===== src/rtl/sd_spi_ctrl.sv =====
// SPI master (mode 0) for the SD card ports: init clocking, byte exchange, CS control, idle timeout.
// Optional SD_SLOWINIT_EN: cmd 0 uses INIT_DIV as the SCLK half-period instead of DIV.
module sd_spi_ctrl #(
    parameter int unsigned DIV         = 4,
    parameter int unsigned INIT_DIV    = 64,
    parameter int unsigned TIMEOUT_CYC = 2500000
) (
    input  logic       clock,
    input  logic       reset_n,
    input  logic       sd_signal,
    input  logic [1:0] sd_cmd,
    input  logic [7:0] sd_out,
    output logic [7:0] sd_din,
    output logic       sd_busy,
    output logic       sd_timeout,
    output logic       spi_cs,
    output logic       spi_sclk,
    output logic       spi_mosi,
    input  logic       spi_miso
);

    localparam int unsigned MAX_DIV = (DIV > INIT_DIV) ? DIV : INIT_DIV;
    localparam int unsigned DW      = (MAX_DIV > 1) ? $clog2(MAX_DIV) : 1;
    localparam int unsigned TW      = (TIMEOUT_CYC > 0) ? $clog2(TIMEOUT_CYC + 1) : 1;
`ifdef SD_SLOWINIT_EN
    localparam int unsigned INIT_HALF = INIT_DIV;
`else
    localparam int unsigned INIT_HALF = DIV;
`endif
    localparam logic [DW-1:0] DIV_RELOAD  = DW'(DIV - 1);
    localparam logic [DW-1:0] INIT_RELOAD = DW'(INIT_HALF - 1);
    localparam logic [TW-1:0] TOUT_MAX    = TW'(TIMEOUT_CYC);

    typedef enum logic [1:0] {
        IDLE    = 2'd0,
        SCLK_LO = 2'd1,
        SCLK_HI = 2'd2
    } state_t;

    state_t          state_q, state_d;
    logic [DW-1:0]   div_cnt_q, div_cnt_d;
    logic [6:0]      bit_cnt_q, bit_cnt_d;
    logic [7:0]      tx_sr_q, tx_sr_d;
    logic [7:0]      rx_sr_q, rx_sr_d;
    logic            init_op_q, init_op_d;
    logic            cs_q, cs_d;
    logic            sclk_q, sclk_d;
    logic            mosi_q, mosi_d;
    logic [7:0]      din_q, din_d;
    logic            busy_q, busy_d;
    logic [TW-1:0]   tout_cnt_q, tout_cnt_d;
    logic            timeout_q, timeout_d;
    logic            miso_meta, miso_sync;
    logic [DW-1:0]   run_reload;

    assign run_reload = init_op_q ? INIT_RELOAD : DIV_RELOAD;

    // MISO crosses from the card; two-flop synchroniser
    always_ff @(posedge clock or negedge reset_n) begin
        if (!reset_n) begin
            miso_meta <= 1'b1;
            miso_sync <= 1'b1;
        end else begin
            miso_meta <= spi_miso;
            miso_sync <= miso_meta;
        end
    end

    always_ff @(posedge clock or negedge reset_n) begin
        if (!reset_n) begin
            state_q    <= IDLE;
            div_cnt_q  <= '0;
            bit_cnt_q  <= '0;
            tx_sr_q    <= 8'hFF;
            rx_sr_q    <= 8'hFF;
            init_op_q  <= 1'b0;
            cs_q       <= 1'b1;
            sclk_q     <= 1'b0;
            mosi_q     <= 1'b1;
            din_q      <= 8'hFF;
            busy_q     <= 1'b0;
            tout_cnt_q <= '0;
            timeout_q  <= 1'b0;
        end else begin
            state_q    <= state_d;
            div_cnt_q  <= div_cnt_d;
            bit_cnt_q  <= bit_cnt_d;
            tx_sr_q    <= tx_sr_d;
            rx_sr_q    <= rx_sr_d;
            init_op_q  <= init_op_d;
            cs_q       <= cs_d;
            sclk_q     <= sclk_d;
            mosi_q     <= mosi_d;
            din_q      <= din_d;
            busy_q     <= busy_d;
            tout_cnt_q <= tout_cnt_d;
            timeout_q  <= timeout_d;
        end
    end

    always_comb begin
        state_d    = state_q;
        div_cnt_d  = div_cnt_q;
        bit_cnt_d  = bit_cnt_q;
        tx_sr_d    = tx_sr_q;
        rx_sr_d    = rx_sr_q;
        init_op_d  = init_op_q;
        cs_d       = cs_q;
        sclk_d     = sclk_q;
        mosi_d     = mosi_q;
        din_d      = din_q;
        busy_d     = busy_q;
        tout_cnt_d = tout_cnt_q;

        // Idle timeout: cleared by any accepted command, saturating otherwise
        if (state_q == IDLE && sd_signal) begin
            tout_cnt_d = '0;
        end else if (tout_cnt_q != TOUT_MAX) begin
            tout_cnt_d = tout_cnt_q + 1'b1;
        end
        timeout_d = (tout_cnt_d == TOUT_MAX);

        case (state_q)
            IDLE: begin
                if (sd_signal) begin
                    case (sd_cmd)
                        2'd0: begin
                            state_d   = SCLK_LO;
                            init_op_d = 1'b1;
                            cs_d      = 1'b1;
                            tx_sr_d   = 8'hFF;
                            mosi_d    = 1'b1;
                            bit_cnt_d = 7'd79;
                            div_cnt_d = INIT_RELOAD;
                            sclk_d    = 1'b0;
                            busy_d    = 1'b1;
                        end
                        2'd1: begin
                            state_d   = SCLK_LO;
                            init_op_d = 1'b0;
                            tx_sr_d   = sd_out;
                            mosi_d    = sd_out[7];
                            bit_cnt_d = 7'd7;
                            div_cnt_d = DIV_RELOAD;
                            sclk_d    = 1'b0;
                            busy_d    = 1'b1;
                        end
                        2'd2:    cs_d = 1'b0;
                        default: cs_d = 1'b1;
                    endcase
                end
            end
            SCLK_LO: begin
                if (div_cnt_q == '0) begin
                    state_d   = SCLK_HI;
                    sclk_d    = 1'b1;
                    div_cnt_d = run_reload;
                    rx_sr_d   = {rx_sr_q[6:0], miso_sync};
                end else begin
                    div_cnt_d = div_cnt_q - 1'b1;
                end
            end
            SCLK_HI: begin
                if (div_cnt_q == '0) begin
                    sclk_d    = 1'b0;
                    div_cnt_d = run_reload;
                    if (bit_cnt_q == '0) begin
                        state_d = IDLE;
                        mosi_d  = 1'b1;
                        busy_d  = 1'b0;
                        if (!init_op_q) din_d = rx_sr_q;
                    end else begin
                        state_d   = SCLK_LO;
                        bit_cnt_d = bit_cnt_q - 1'b1;
                        tx_sr_d   = {tx_sr_q[6:0], 1'b1};
                        mosi_d    = tx_sr_q[6];
                    end
                end else begin
                    div_cnt_d = div_cnt_q - 1'b1;
                end
            end
            default: state_d = IDLE;
        endcase
    end

    assign sd_din     = din_q;
    assign sd_busy    = busy_q;
    assign sd_timeout = timeout_q;
    assign spi_cs     = cs_q;
    assign spi_sclk   = sclk_q;
    assign spi_mosi   = mosi_q;

endmodule


===== config.mk =====
export PLATFORM = sky130hd
export DESIGN_NAME = sd_spi_ctrl
export DESIGN_NICKNAME = d
export VERILOG_FILES = /design/src/rtl/sd_spi_ctrl.sv
export SDC_FILE = /design/constraint.sdc
export NUM_CORES = 1
export LEC_CHECK = 0
export ABC_AREA = 0
export CAP_MARGIN = 5
export CORE_UTILIZATION = 25
export DETAILED_ROUTE_END_ITERATION = 8
export HOLD_SLACK_MARGIN = 0.02
export PLACE_DENSITY_LB_ADDON = 0.1
export RECOVER_POWER = 50
export SYNTH_ARGS = -nofsm -noshare
export SYNTH_HDL_FRONTEND = slang
export SYNTH_SLANG_ARGS = --single-unit
export TNS_END_PERCENT = 50

===== constraint.sdc =====
create_clock -name clock -period 2.3 [get_ports clock]
set_input_delay 0.345 -clock clock [delete_from_list [all_inputs] [get_ports clock]]
set_output_delay 0.345 -clock clock [all_outputs]
set_load 0.005 [all_outputs]

==> flow_summary.ini, run 1 <==
[clocking]
clock_path_buffers = 2
clock-sinks = 68
cts_setup_buffers = 0
cts_hold_buf = 0
cts-root-buf = clkbuf_16
numCtsBuffers = 9
htree_levels = 3
cts_resized = 0
clock_latency_ns = 0.33
cts_tree = done
cts.clk_slew.worst_paths_ns = 0.06

[floorplan]
die_w_um = 120.3
initial_core_util = 0.2601
die_area_mm2 = 0.01448
row_count = 42
die_h_um = 120.3
pin_count = 27
core-area_mm2 = 0.01345

[power]
ir_drop_mv = 0.3815
swShare = 0.3294
intPower_mw = 2.936
comb_power_share = 0.307
leakagePower_nw = 1.928
pwr-share-seq = 0.383
p_switching_mw = 1.442
pwr-share-clk = 0.311
power_density_mw_per_mm2 = 977.3

[cells_and_area]
diodes = 0
area_growth_pct = 27.99
drive_gt1_frac = 0.2420
final_nets = 424

[placed_design]
gp_congestion = 0.8040
port_buffers = 26
dpl.hpwl_mm = 6.060

[synthesis]
syn_area_per_cell_um2 = 10.23
synth_cell_types = 50
synth_edf_count = 0
synth_cells = 342
ys_warn_count = 0
synthFlopType = dfrtp_1
synth-seq-cells = 68
yosys.area.top_type = dfrtp_1
syn_area_mm2 = 0.003500
async_reset_ff_frac = 1.000
syn-num-nets = 366
synth_top_cell_area_share = 0.2932
yosys-top-cells-area = dfrtp_1 (29%), dfstp_2 (20%), mux2_2 (5.5%)
ys_seq_area_frac = 0.4959

[sta]
final.period_utilization = 0.9436
setup-violations-final = 0
slew_headroom = 0.05426
fin_setup_tns_ns = 0
finClkSkew_ns = 0.004502
hold_viol = 0
worst_pin_slew_ns = 1.419
rsz0062_at_grt = yes
fmax_mhz = 460.8
period_needed_ns = 2.170
holdWs_ns = 0.3326
drv_slew = 0

[global_routing]
grt_busiest_layer = met2
grt_util_met1 = 0.1634
grt_pass1_wl_mm = 13.91
use_met2 = 0.1936
grt_pass1_vias = 2680
overflow = 0
grt_use_total = 0.1269
grtUsageMet3 = 0.04481
antenna_found_initial = 0
grt_max_degree = 26

[route]
first_pass_iters = 4
wl_per_cell_um = 14.01
drt_wl_total_mm = 8.142
detail-route-antenna-nets = 0
drc_errors = 0
viasPerCell = 4.546
via_count = 2641
drt_iter0_markers = 122

[worst_setup_path]
r2r-start = tout_cnt_q[6]$_DFF_PN0_
cp.required_ns = 2.54
start_kind = flop
worstPathArrival_ns = 2.41
worstSetupEndpointType = flop
rr_endpoint = sd_timeout$_DFF_PN0_
rrSetupSlack_ns = 0.13
r2r_cells = 6
worstPathMaxFanout = 4
critical_path_class = flop to flop

[run_status]
status = finished clean

[flow_run]
maxCapViolCount = 0

[worst_hold_path]
hold_path_class = primary input to asynchronous set/reset pin
-- metrics by stage --
stage / std cells / util / setup WS, ns / area, um^2 / total power [mW]
floorplan: 342 / - / 0.03661 / 3500 / 2.529
finish: 581 / 0.3330 / 0.1297 / 4479 / 4.378
detailed placement: 565 / 0.3120 / 0.01908 / 4198 / 3.061
global route: 581 / 0.3330 / -0.01928 / 4479 / 4.721
CTS: 581 / 0.3343 / 0.01370 / 4497 / 4.483
global placement: 565 / 0.3120 / 0.09056 / 4198 / 3.058
-- flip-flops by register name, indices dropped and copies added (netlist names) --
register and count:
init_op_q 1, miso_sync 1, bit_cnt_q 7, sd_timeout 1
rx_sr_q 8, tout_cnt_q 22, sd_din 8, sd_busy 1
state_q 2, spi_mosi 1, tx_sr_q 7, miso_meta 1
spi_cs 1, div_cnt_q 6, spi_sclk 1
-- cell usage in the layout (no fill, tap or decap), drive strengths merged, types with 4 or more instances in the layout --
cell            n
clkdlybuf4s50  24
nand4           4
buf            28
o21ai          15
nor4            8
clkbuf         18
nand3          17
nor2           43
mux2           17
and3            6
xnor2          15
nand2          24
ha             10
dfrtp          41
mux2i           4
o22ai           7
nand2b          5
dfstp          27
inv            15
a21oi          14
nor3            8
xor2           14
-- Yosys cell counts, types with 7 or more instances --
library cell and n:
nand2_1 24, nand3_1 17, nor3_1 8, o21ai_0 15
o22ai_1 7, dfrtp_1 41, a21oi_1 14, nor2_1 43
xnor2_1 15, inv_1 15, clkbuf_1 10, ha_1 10
xor2_1 14, dfstp_2 27, mux2_2 17
-- cells by family after synthesis --
kind of cell	Yosys count	share of synthesized area
simple gates	132	0.2031
fa+ha+maj	10	0.03575
compound gates	55	0.09725
xor+xnor	29	0.07258
flops	68	0.4959
mux	21	0.06614
buf+inv	27	0.02931
-- layout make-up --
type                       instances  area, um^2
clock buffer                      13       281.5
timing repair buffer              58       483.0
sequential                        68        1735
clock inverter                     3       17.52
multi-input combinational        247        1682
fill                            1415        8974
tap                              176       220.2
inverter                          16       60.06
-- critical path, cell delays in order (launching register included) --
cell and delay, ns:
dfrtp_1 0.44, nand4_4 0.17, nor4_4 0.37, nand3_1 0.13
xor2_1 0.17, or4_1 0.52, nor4_2 0.28
-- power by group through the flow --
stage,clock network (mW),logic (mW),registers (mW)
floorplan,0,0.866,1.66
global route,1.48,1.53,1.71
finish,1.36,1.34,1.67
detailed placement,0,1.37,1.69
CTS,1.43,1.37,1.68
global placement,0,1.36,1.70
-- worst max-delay path by stage --
stage | start | depth (start not counted) | to | slack [ns]
global route | tout_cnt_q[0]$_DFF_PN0_ | 7 | sd_timeout$_DFF_PN0_ | -0.02
global placement | tout_cnt_q[10]$_DFF_PN0_ | 5 | sd_timeout$_DFF_PN0_ | 0.09
floorplan | state_q[0]$_DFFE_PN0P_ | 10 | bit_cnt_q[5]$_DFFE_PN0P_ | 0.04
finish | tout_cnt_q[6]$_DFF_PN0_ | 6 | sd_timeout$_DFF_PN0_ | 0.13
detailed placement | tout_cnt_q[10]$_DFF_PN0_ | 5 | sd_timeout$_DFF_PN0_ | 0.02
CTS | tout_cnt_q[10]$_DFF_PN0_ | 5 | sd_timeout$_DFF_PN0_ | 0.01
-- per-layer routing --
layer,routed length [um],vias up
li1,-,1327
met1,3974,1274
met2,3750,30
met3,315,10
met4,101,0
met5,0,-
No activity file was read; power rests on OpenSTA's default activity.
==> run 2: changes to the inputs <==
SKIP_CTS_REPAIR_TIMING = 1   (was unset)
==> results of run 2 <==
Same layout as run 1: the final DEF is identical, and so are final timing and power.
==> run 3: changes to the inputs <==
CAP_MARGIN = 40   (was 5)
DONT_BUFFER_PORTS = 1   (was unset)
==> run 3 against run 2 <==
Clock-buffer cell count is 1 lower. Non-clock buffer count decreased by 29. Critical endpoint is now sd_din[3]$_DFFE_PN1P_. Power grew 2.4%. Largest power group unchanged. Clock power grew 13%.
==> flow_summary.ini, run 3 (synthesized netlist as in run 1, its figures left out) <==
[worst_setup_path]
worstPathArrival_ns = 2.48
critical_path_class = flop to flop
r2r_cells = 4
worstPathMaxFanout = 8
cp.required_ns = 2.56
r2r-start = div_cnt_q[2]$_DFFE_PN0P_
start_kind = flop
worstSetupEndpointType = flop
rr_endpoint = sd_din[3]$_DFFE_PN1P_
rrSetupSlack_ns = 0.09

[sta]
slew_headroom = 0.3493
drv_slew = 0
worst_pin_slew_ns = 0.9760
rsz0062_at_grt = yes
hold_viol = 0
final.period_utilization = 0.9626
finClkSkew_ns = 0.004733
period_needed_ns = 2.214
fin_setup_tns_ns = 0
setup-violations-final = 0
fmax_mhz = 451.7

[run_status]
status = finished clean

[power]
total_power_mw = 4.481
power_density_mw_per_mm2 = 1048
ir_drop_mv = 0.3892
leakagePower_nw = 1.840

[global_routing]
grt_use_total = 0.1212
overflow = 0
grt_pass1_wl_mm = 13.54
grt_pass1_vias = 2574
antenna_found_initial = 0
grt_max_degree = 69

[placed_design]
port_buffers = 0
post_dp_cell_area_mm2 = 0.003872
dp_cells = 533
dpl.hpwl_mm = 5.638
gp_congestion = 0.7390

[route]
via_count = 2540
wl_met1_mm = 3.848
drc_errors = 0
viasPerCell = 4.601
detail-route-antenna-nets = 0
wl_per_cell_um = 14.61
drt_wl_total_mm = 8.063
drt_iter0_markers = 126
first_pass_iters = 4
met3_length_um = 352
routed-wl-met2_mm = 3.744
routed.top_layer = met4

[clocking]
clock-sinks = 68
clock_latency_ns = 0.33
cts.clk_slew.worst_paths_ns = 0.06
clock_path_buffers = 2
cts_tree = done
numCtsBuffers = 9
cts-root-buf = clkbuf_16
htree_levels = 3

[cells_and_area]
diodes = 0
final_nets = 395
top_register = tout_cnt_q
final_util = 0.3177
fin_cells = 552
most-common-layout-cells = nor2_1 (43), dfrtp_1 (40), dfstp_2 (27)
layout_commonest_cell = nor2_1
largest_reg_flops = 22
drive_gt1_frac = 0.2580
area_growth_pct = 22.13
finalInstanceArea_mm2 = 0.004274

[worst_hold_path]
min_to = spi_cs$_DFFE_PN1P_
hp-start = sd_cmd[1]
min_path_cells = 1
hold_path_class = primary input to flop

[floorplan]
die_area_mm2 = 0.01448
pin_count = 27
core-area_mm2 = 0.01345
initial_core_util = 0.2601
die_h_um = 120.3
row_count = 42
die_w_um = 120.3

[flow_run]
maxCapViolCount = 0
-- run 3: cell count changes in the layout (fill, tap and decap cells not counted), moves of 2 or more --
cell / previous run / this run
buf_4: 28 / 26
clkbuf_2: 3 / 0
clkbuf_1: 3 / 0
clkdlybuf4s50_1: 24 / 0
-- run 3: per-stage QoR --
step | setup slack (ns) | hold WS, ns
after floorplan | 0.03661 | 0.04941
after global placement | 0.1257 | 0.05360
after detailed placement | 0.09609 | 0.05445
after CTS | 0.09031 | -0.3087
after global routing | -0.01882 | 0.06444
final | 0.08598 | 0.08008
-- run 3: layout make-up --
cell class / instances / area [um^2]
fillers: 1438 / 9179
flip-flops and latches: 68 / 1737
multi-input cells: 247 / 1694
clock buffers: 12 / 289.0
repair buffers: 29 / 222.7
well taps: 176 / 220.2
inverters: 16 / 60.06
clock inverters: 4 / 51.30
-- run 3: how the worst max path moves through the flow --
stage | start | end | cells past startpoint | slack [ns]
after floorplan | state_q[0]$_DFFE_PN0P_ | bit_cnt_q[5]$_DFFE_PN0P_ | 10 | 0.04
after global placement | div_cnt_q[2]$_DFFE_PN0P_ | sd_din[0]$_DFFE_PN1P_ | 4 | 0.13
after detailed placement | div_cnt_q[2]$_DFFE_PN0P_ | sd_din[1]$_DFFE_PN1P_ | 4 | 0.1
after CTS | div_cnt_q[2]$_DFFE_PN0P_ | sd_din[6]$_DFFE_PN1P_ | 4 | 0.09
after global routing | tout_cnt_q[1]$_DFF_PN0_ | sd_timeout$_DFF_PN0_ | 7 | -0.02
final | div_cnt_q[2]$_DFFE_PN0P_ | sd_din[3]$_DFFE_PN1P_ | 4 | 0.09
-- run 3: worst max-delay path: stages, from the launching register on --
cell and delay, ns:
dfrtp_1 0.41, or3_1 0.45, or3b_1 0.42, or3_1 0.53, mux2_2 0.33
-- run 3: per-layer routing --
| metal | vias to the layer above | track usage |
|---|---|---|
| met3 | 8 | 0.03962 |
| met2 | 36 | 0.1900 |
| met5 | - | 0 |
| met4 | 0 | 0.04398 |
| met1 | 1230 | 0.1553 |
| li1 | 1266 | - |
-- run 3: power breakdown --
part	leakage, nW	switching (mW)	internal, mW
Sequential	0.808	0.200	1.51
Combinational	0.868	0.720	0.514
Clock	0.165	0.539	1.00
Total	1.84	1.46	3.02
